`src/rtl/pdm_clk_gen_if.sv`:
```
// rtl/pdm_clk_gen_if.sv - control and strobe bundle for the PDM mic clock generator
interface pdm_clk_gen_if #(
    parameter int CNT_W = 16
);
    logic             en;
    logic [CNT_W-1:0] half_div;
    logic             div_load;
    logic             mic_clk;
    logic             rise_stb;
    logic             fall_stb;
    logic             smp_l_stb;
    logic             smp_r_stb;
    logic             active;
    logic             div_busy;

    modport master (
        output en, half_div, div_load,
        input  mic_clk, rise_stb, fall_stb, smp_l_stb, smp_r_stb, active, div_busy
    );

    modport slave (
        input  en, half_div, div_load,
        output mic_clk, rise_stb, fall_stb, smp_l_stb, smp_r_stb, active, div_busy
    );
endinterface

```
`src/rtl/pdm_clk_gen.sv`:
```
// rtl/pdm_clk_gen.sv - programmable PDM mic clock with edge and delayed sample strobes
module pdm_clk_gen #(
    parameter int CNT_W       = 16,
    parameter int DIV_DEFAULT = 25,
    parameter int SMP_DLY     = 4
) (
    input logic          clk,
    input logic          reset,
    pdm_clk_gen_if.slave bus
);
    typedef enum logic [1:0] {ST_IDLE, ST_HIGH, ST_LOW} state_e;

    localparam logic [CNT_W-1:0] DIV_RST = CNT_W'(DIV_DEFAULT);
    localparam logic [CNT_W-1:0] ONE     = CNT_W'(1);

    state_e           state_q, state_d;
    logic [CNT_W-1:0] cnt_q, cnt_d;
    logic [CNT_W-1:0] cur_div_q, cur_div_d;
    logic [CNT_W-1:0] pend_div_q, pend_div_d;
    logic             div_busy_q, div_busy_d;
    logic             mic_clk_q, mic_clk_d;
    logic             active_q, active_d;
    logic [SMP_DLY:0] sr_l_q, sr_l_d;
    logic [SMP_DLY:0] sr_r_q, sr_r_d;
    logic [SMP_DLY+1:0] sr_l_ext, sr_r_ext;
    logic             rise_d, fall_d, apply;

    always_comb begin
        state_d    = state_q;
        cnt_d      = cnt_q;
        cur_div_d  = cur_div_q;
        pend_div_d = pend_div_q;
        div_busy_d = div_busy_q;
        rise_d     = 1'b0;
        fall_d     = 1'b0;
        apply      = 1'b0;

        case (state_q)
            ST_IDLE: apply = bus.en;
            ST_HIGH: begin
                if (cnt_q == '0) begin
                    state_d = ST_LOW;
                    cnt_d   = cur_div_q - ONE;
                    fall_d  = 1'b1;
                end else begin
                    cnt_d = cnt_q - ONE;
                end
            end
            ST_LOW: begin
                if (cnt_q == '0) begin
                    if (bus.en) apply = 1'b1;
                    else        state_d = ST_IDLE;
                end else begin
                    cnt_d = cnt_q - ONE;
                end
            end
            default: state_d = ST_IDLE;
        endcase

        // Divisor is only swapped at a rising edge so a period never mixes halves.
        if (apply) begin
            state_d    = ST_HIGH;
            cur_div_d  = pend_div_q;
            cnt_d      = pend_div_q - ONE;
            rise_d     = 1'b1;
            div_busy_d = 1'b0;
        end

        // A load on the apply cycle wins over the clear: it stays pending.
        if (bus.div_load) begin
            pend_div_d = (bus.half_div == '0) ? ONE : bus.half_div;
            div_busy_d = 1'b1;
        end

        mic_clk_d = (state_d == ST_HIGH);
        active_d  = (state_d != ST_IDLE);

        // Bit 0 is the edge strobe itself; bit SMP_DLY is its delayed sample strobe.
        sr_l_ext = {sr_l_q, rise_d};
        sr_r_ext = {sr_r_q, fall_d};
        sr_l_d   = sr_l_ext[SMP_DLY:0];
        sr_r_d   = sr_r_ext[SMP_DLY:0];
    end

    always_ff @(posedge clk) begin
        if (reset) begin
            state_q    <= ST_IDLE;
            cnt_q      <= '0;
            cur_div_q  <= DIV_RST;
            pend_div_q <= DIV_RST;
            div_busy_q <= 1'b0;
            mic_clk_q  <= 1'b0;
            active_q   <= 1'b0;
            sr_l_q     <= '0;
            sr_r_q     <= '0;
        end else begin
            state_q    <= state_d;
            cnt_q      <= cnt_d;
            cur_div_q  <= cur_div_d;
            pend_div_q <= pend_div_d;
            div_busy_q <= div_busy_d;
            mic_clk_q  <= mic_clk_d;
            active_q   <= active_d;
            sr_l_q     <= sr_l_d;
            sr_r_q     <= sr_r_d;
        end
    end

    assign bus.mic_clk   = mic_clk_q;
    assign bus.rise_stb  = sr_l_q[0];
    assign bus.fall_stb  = sr_r_q[0];
    assign bus.smp_l_stb = sr_l_q[SMP_DLY];
    assign bus.smp_r_stb = sr_r_q[SMP_DLY];
    assign bus.active    = active_q;
    assign bus.div_busy  = div_busy_q;
endmodule
```
`src/flat_wrapper.sv`:
```
// flat-port wrapper written by rule: the top's interface ports become plain ports
module pdm_clk_gen_flat 
#(
    parameter int CNT_W       = 16,
    parameter int DIV_DEFAULT = 25,
    parameter int SMP_DLY     = 4
)
  (clk, reset, bus_en, bus_half_div, bus_div_load, bus_mic_clk, bus_rise_stb, bus_fall_stb, bus_smp_l_stb, bus_smp_r_stb, bus_active, bus_div_busy);
  pdm_clk_gen_if #(.CNT_W(CNT_W)) bus_i ();
  input logic clk;
  input logic reset;
  input wire logic [$bits(bus_i.en)-1:0] bus_en;
  input wire logic [$bits(bus_i.half_div)-1:0] bus_half_div;
  input wire logic [$bits(bus_i.div_load)-1:0] bus_div_load;
  output wire logic [$bits(bus_i.mic_clk)-1:0] bus_mic_clk;
  output wire logic [$bits(bus_i.rise_stb)-1:0] bus_rise_stb;
  output wire logic [$bits(bus_i.fall_stb)-1:0] bus_fall_stb;
  output wire logic [$bits(bus_i.smp_l_stb)-1:0] bus_smp_l_stb;
  output wire logic [$bits(bus_i.smp_r_stb)-1:0] bus_smp_r_stb;
  output wire logic [$bits(bus_i.active)-1:0] bus_active;
  output wire logic [$bits(bus_i.div_busy)-1:0] bus_div_busy;
  assign bus_i.en = bus_en;
  assign bus_i.half_div = bus_half_div;
  assign bus_i.div_load = bus_div_load;
  assign bus_mic_clk = bus_i.mic_clk;
  assign bus_rise_stb = bus_i.rise_stb;
  assign bus_fall_stb = bus_i.fall_stb;
  assign bus_smp_l_stb = bus_i.smp_l_stb;
  assign bus_smp_r_stb = bus_i.smp_r_stb;
  assign bus_active = bus_i.active;
  assign bus_div_busy = bus_i.div_busy;
  pdm_clk_gen #(.CNT_W(CNT_W), .DIV_DEFAULT(DIV_DEFAULT), .SMP_DLY(SMP_DLY)) u_core (.clk(clk), .reset(reset), .bus(bus_i));
endmodule
```
`config.mk`:
```
export PLATFORM = sky130hd
export DESIGN_NAME = pdm_clk_gen_flat
export DESIGN_NICKNAME = d
export VERILOG_FILES = /design/src/rtl/pdm_clk_gen_if.sv /design/src/rtl/pdm_clk_gen.sv /design/src/flat_wrapper.sv
export SDC_FILE = /design/constraint.sdc
export NUM_CORES = 1
export LEC_CHECK = 0
export BUFFER_PORTS_ARGS = -buffer_cell sky130_fd_sc_hd__buf_2
export CAP_MARGIN = 25
export CORE_UTILIZATION = 45
export CTS_BUF_LIST = sky130_fd_sc_hd__clkbuf_8
export DETAILED_ROUTE_END_ITERATION = 16
export PLACE_DENSITY_LB_ADDON = 0.12
export SYNTH_ARGS = -nofsm -noshare
export SYNTH_HDL_FRONTEND = slang
export SYNTH_SLANG_ARGS = --single-unit
```
`constraint.sdc`:
```
create_clock -name clk -period 2.81 [get_ports clk]
set_clock_uncertainty 0.15 [all_clocks]
set_input_delay 0.843 -clock clk [delete_from_list [all_inputs] [get_ports clk]]
set_output_delay 0.843 -clock clk [all_outputs]
set_load 0.005 [all_outputs]
```
==> impl_metrics.env <==
export IMPL_path_clk_slew_ns=0.08
export IMPL_required_ns=2.92
export IMPL_core_um2=7370
export IMPL_syn_inst=419
export IMPL_ant_nets=0
export IMPL_grt_max_degree=33
export IMPL_wirelength_mm=9.006
export IMPL_ys_async_sr_fraction_pct=0
export IMPL_static_leakage_power_uw=0.001488
export IMPL_hpwlAfterDp_mm=6.559
export IMPL_clkLatencyLatePin_ns=0.34
export IMPL_num_antenna_cells=0
export IMPL_cts_resized=0
export IMPL_hp_class="reg2reg"
export IMPL_vias=3192
export IMPL_grt_use_total_pct=23.05
export IMPL_cts_max_path_buffers=2
export IMPL_syn_area_um2=3483
export IMPL_start_util_pct=47.27
export IMPL_synthFlopType="dfxtp_1"
export IMPL_synth_fp_nets=447
export IMPL_ir_drop_uv=413.4
export IMPL_max_freq_mhz=389.1
export IMPL_setup_viol=0
export IMPL_slew_violations=0
export IMPL_die_y_um=89.98
export IMPL_post_cts_buffers=0
export IMPL_port_buffers=26
export IMPL_cts_tree="built"
export IMPL_drtPass1Iterations=7
export IMPL_power_per_cell_area_nw_per_um2=658.7
export IMPL_routedWlPerCell_um=16.62
export IMPL_rows=31
export IMPL_drc=0
export IMPL_crit_type="reg2reg"
export IMPL_hold_viol=0
export IMPL_cp_start_kind="flop"
export IMPL_grt_pass1_vias=2953
export IMPL_grt_overflow=0
export IMPL_io_pins=27
export IMPL_first_iter_violations=241
export IMPL_rsz0062_at_grt="no"
export IMPL_yosysSeqAreaShare_pct=36.21
export IMPL_hold_slack_ns=0.2891
export IMPL_crit_path_max_fanout=22
export IMPL_postCtsHoldBufs=0
export IMPL_root_buffer="clkbuf_8"
export IMPL_nNetsFinal=466
export IMPL_yosys_register_bits=63
export IMPL_maxCapViolations=0
export IMPL_tns_ns=0
export IMPL_post_route_period_util_pct=91.47
export IMPL_viasPerCell=5.889
export IMPL_clkSinkCount=63
export IMPL_place_congestion=0.8840
export IMPL_antenna_found_initial=0
export IMPL_cts_htree_levels=3
export IMPL_synth_edf_count=0
export IMPL_syn_area_per_cell_um2=8.313
export IMPL_arrival_ns=2.68
export IMPL_final_common_cell="dfxtp_1"
export IMPL_syn2layout_area_growth_pct=12.64
export IMPL_grt_pass1_wl_mm=14.95
export IMPL_yosysWarnings=0
export IMPL_status="finished clean"
export IMPL_cp_end_kind="flop"
export IMPL_worst_pin_slew_ns=0.7488
export IMPL_ys_types=60
export IMPL_numCtsBuffers=9
export IMPL_slew_headroom_pct=49.90
export IMPL_final_cell_mix="dfxtp_1, nand2_1, nor2_1"
export IMPL_die_area_um2=8096
export IMPL_layout_min_cycle_time_ns=2.570
export IMPL_die_w_um=89.98
export IMPL_drive_above_1_share_pct=16.25
-- per-layer routing --
layer | up-vias | share of wire [%] | wire length (um) | global-route usage [%]
met5 | - | 0 | 0 | 0
met2 | 114 | 44 | 3991 | 34.94
met1 | 1479 | 47 | 4269 | 31.91
met4 | 0 | 2.5 | 227 | 8.065
li1 | 1581 | - | - | -
met3 | 18 | 5.7 | 517 | 5.584
-- sequential cells by signal (all words and copies together), names as in the netlist --
name                 flops
u_core.sr_r_q            5
u_core.bus.mic_clk       1
u_core.cur_div_q        16
u_core.sr_l_q            5
u_core.cnt_q            16
u_core.pend_div_q       16
u_core.bus.div_busy      1
u_core.bus.active        1
u_core.state_q           2
-- metrics by stage --
stage	setup slack (ns)	power, uW	instance area (um^2)	cells	utilization (%)
finish	0.2398	2584	3924	542	53.24
global route	0.002617	2715	3924	542	53.24
CTS	0.2459	2591	3923	542	53.23
detailed placement	0.2796	1698	3700	526	50.20
global placement	0.2977	1698	3700	526	50.20
floorplan	0.5260	1502	3483	419	-
-- area by class of cell --
type | count | area (um^2)
Clock buffer | 10 | 137.6
Clock inverter | 6 | 85.08
Fill cell | 719 | 3446
Inverter | 10 | 37.54
Multi-Input combinational cell | 314 | 2031
Sequential cell | 63 | 1261
Tap cell | 99 | 123.9
Timing Repair Buffer | 40 | 247.7
-- where the power goes --
group	switching, uW	internal [uW]	total (uW)
combinational	370	265	635
clock	373	520	893
sequential	94.6	961	1060
-- worst max-delay path, cell delays in order (launching register included) --
cell	delay, ns
dfxtp_1	0.35
inv_1	0.09
ha_1	0.13
nor4b_1	0.56
and4_1	0.42
o21a_1	0.16
buf_4	0.27
o31ai_1	0.11
a311oi_1	0.24
-- synthesized netlist by cell type (4+ instances only) --
cell / number / area [um^2]
dfxtp_1: 63 / 1261
nor2_1: 33 / 123.9
nor3_1: 14 / 70.07
a31o_2: 4 / 35.03
nor3b_1: 5 / 37.54
a21oi_1: 32 / 160.2
or4_1: 7 / 52.55
ha_1: 8 / 100.1
nand2b_1: 4 / 25.02
clkbuf_1: 19 / 71.32
nor2b_1: 10 / 62.56
o21ai_0: 14 / 70.07
nor4_1: 12 / 75.07
nand2_1: 44 / 165.2
inv_1: 10 / 37.54
mux2i_1: 13 / 130.1
a31oi_1: 4 / 25.02
xnor2_1: 14 / 122.6
or3_1: 6 / 37.54
nand3_1: 12 / 60.06
o32ai_1: 4 / 35.03
o31ai_1: 7 / 52.55
xor2_1: 5 / 43.79
buf_2: 6 / 30.03
nand4_1: 7 / 43.79
a211o_1: 4 / 35.03
o41ai_1: 4 / 35.03
-- cells by family (layout without fill, tap and decap cells) --
| group | after synthesis | count (layout) | synth area share (%) |
|---|---|---|---|
| xor+xnor | 19 | 19 | 4.777 |
| flops | 63 | 63 | 36.21 |
| compound gates | 101 | 101 | 19.65 |
| fa+ha+maj | 8 | 8 | 2.874 |
| simple gates | 173 | 173 | 26.94 |
| mux | 13 | 13 | 3.735 |
| buf+inv | 42 | 66 | 5.819 |
-- path summary, 6_finish.rpt --
check        cells after the start        startpoint  slack, ns          endpoint
max reg2reg                      8   u_core.cnt_q[0]       0.24   u_core.cnt_q[6]
min                              1  u_core.sr_l_q[3]       0.29  u_core.sr_l_q[4]
min reg2reg                      1  u_core.sr_l_q[3]       0.29  u_core.sr_l_q[4]
max                              8   u_core.cnt_q[0]       0.24   u_core.cnt_q[6]
(Power assumes the default switching activity.)
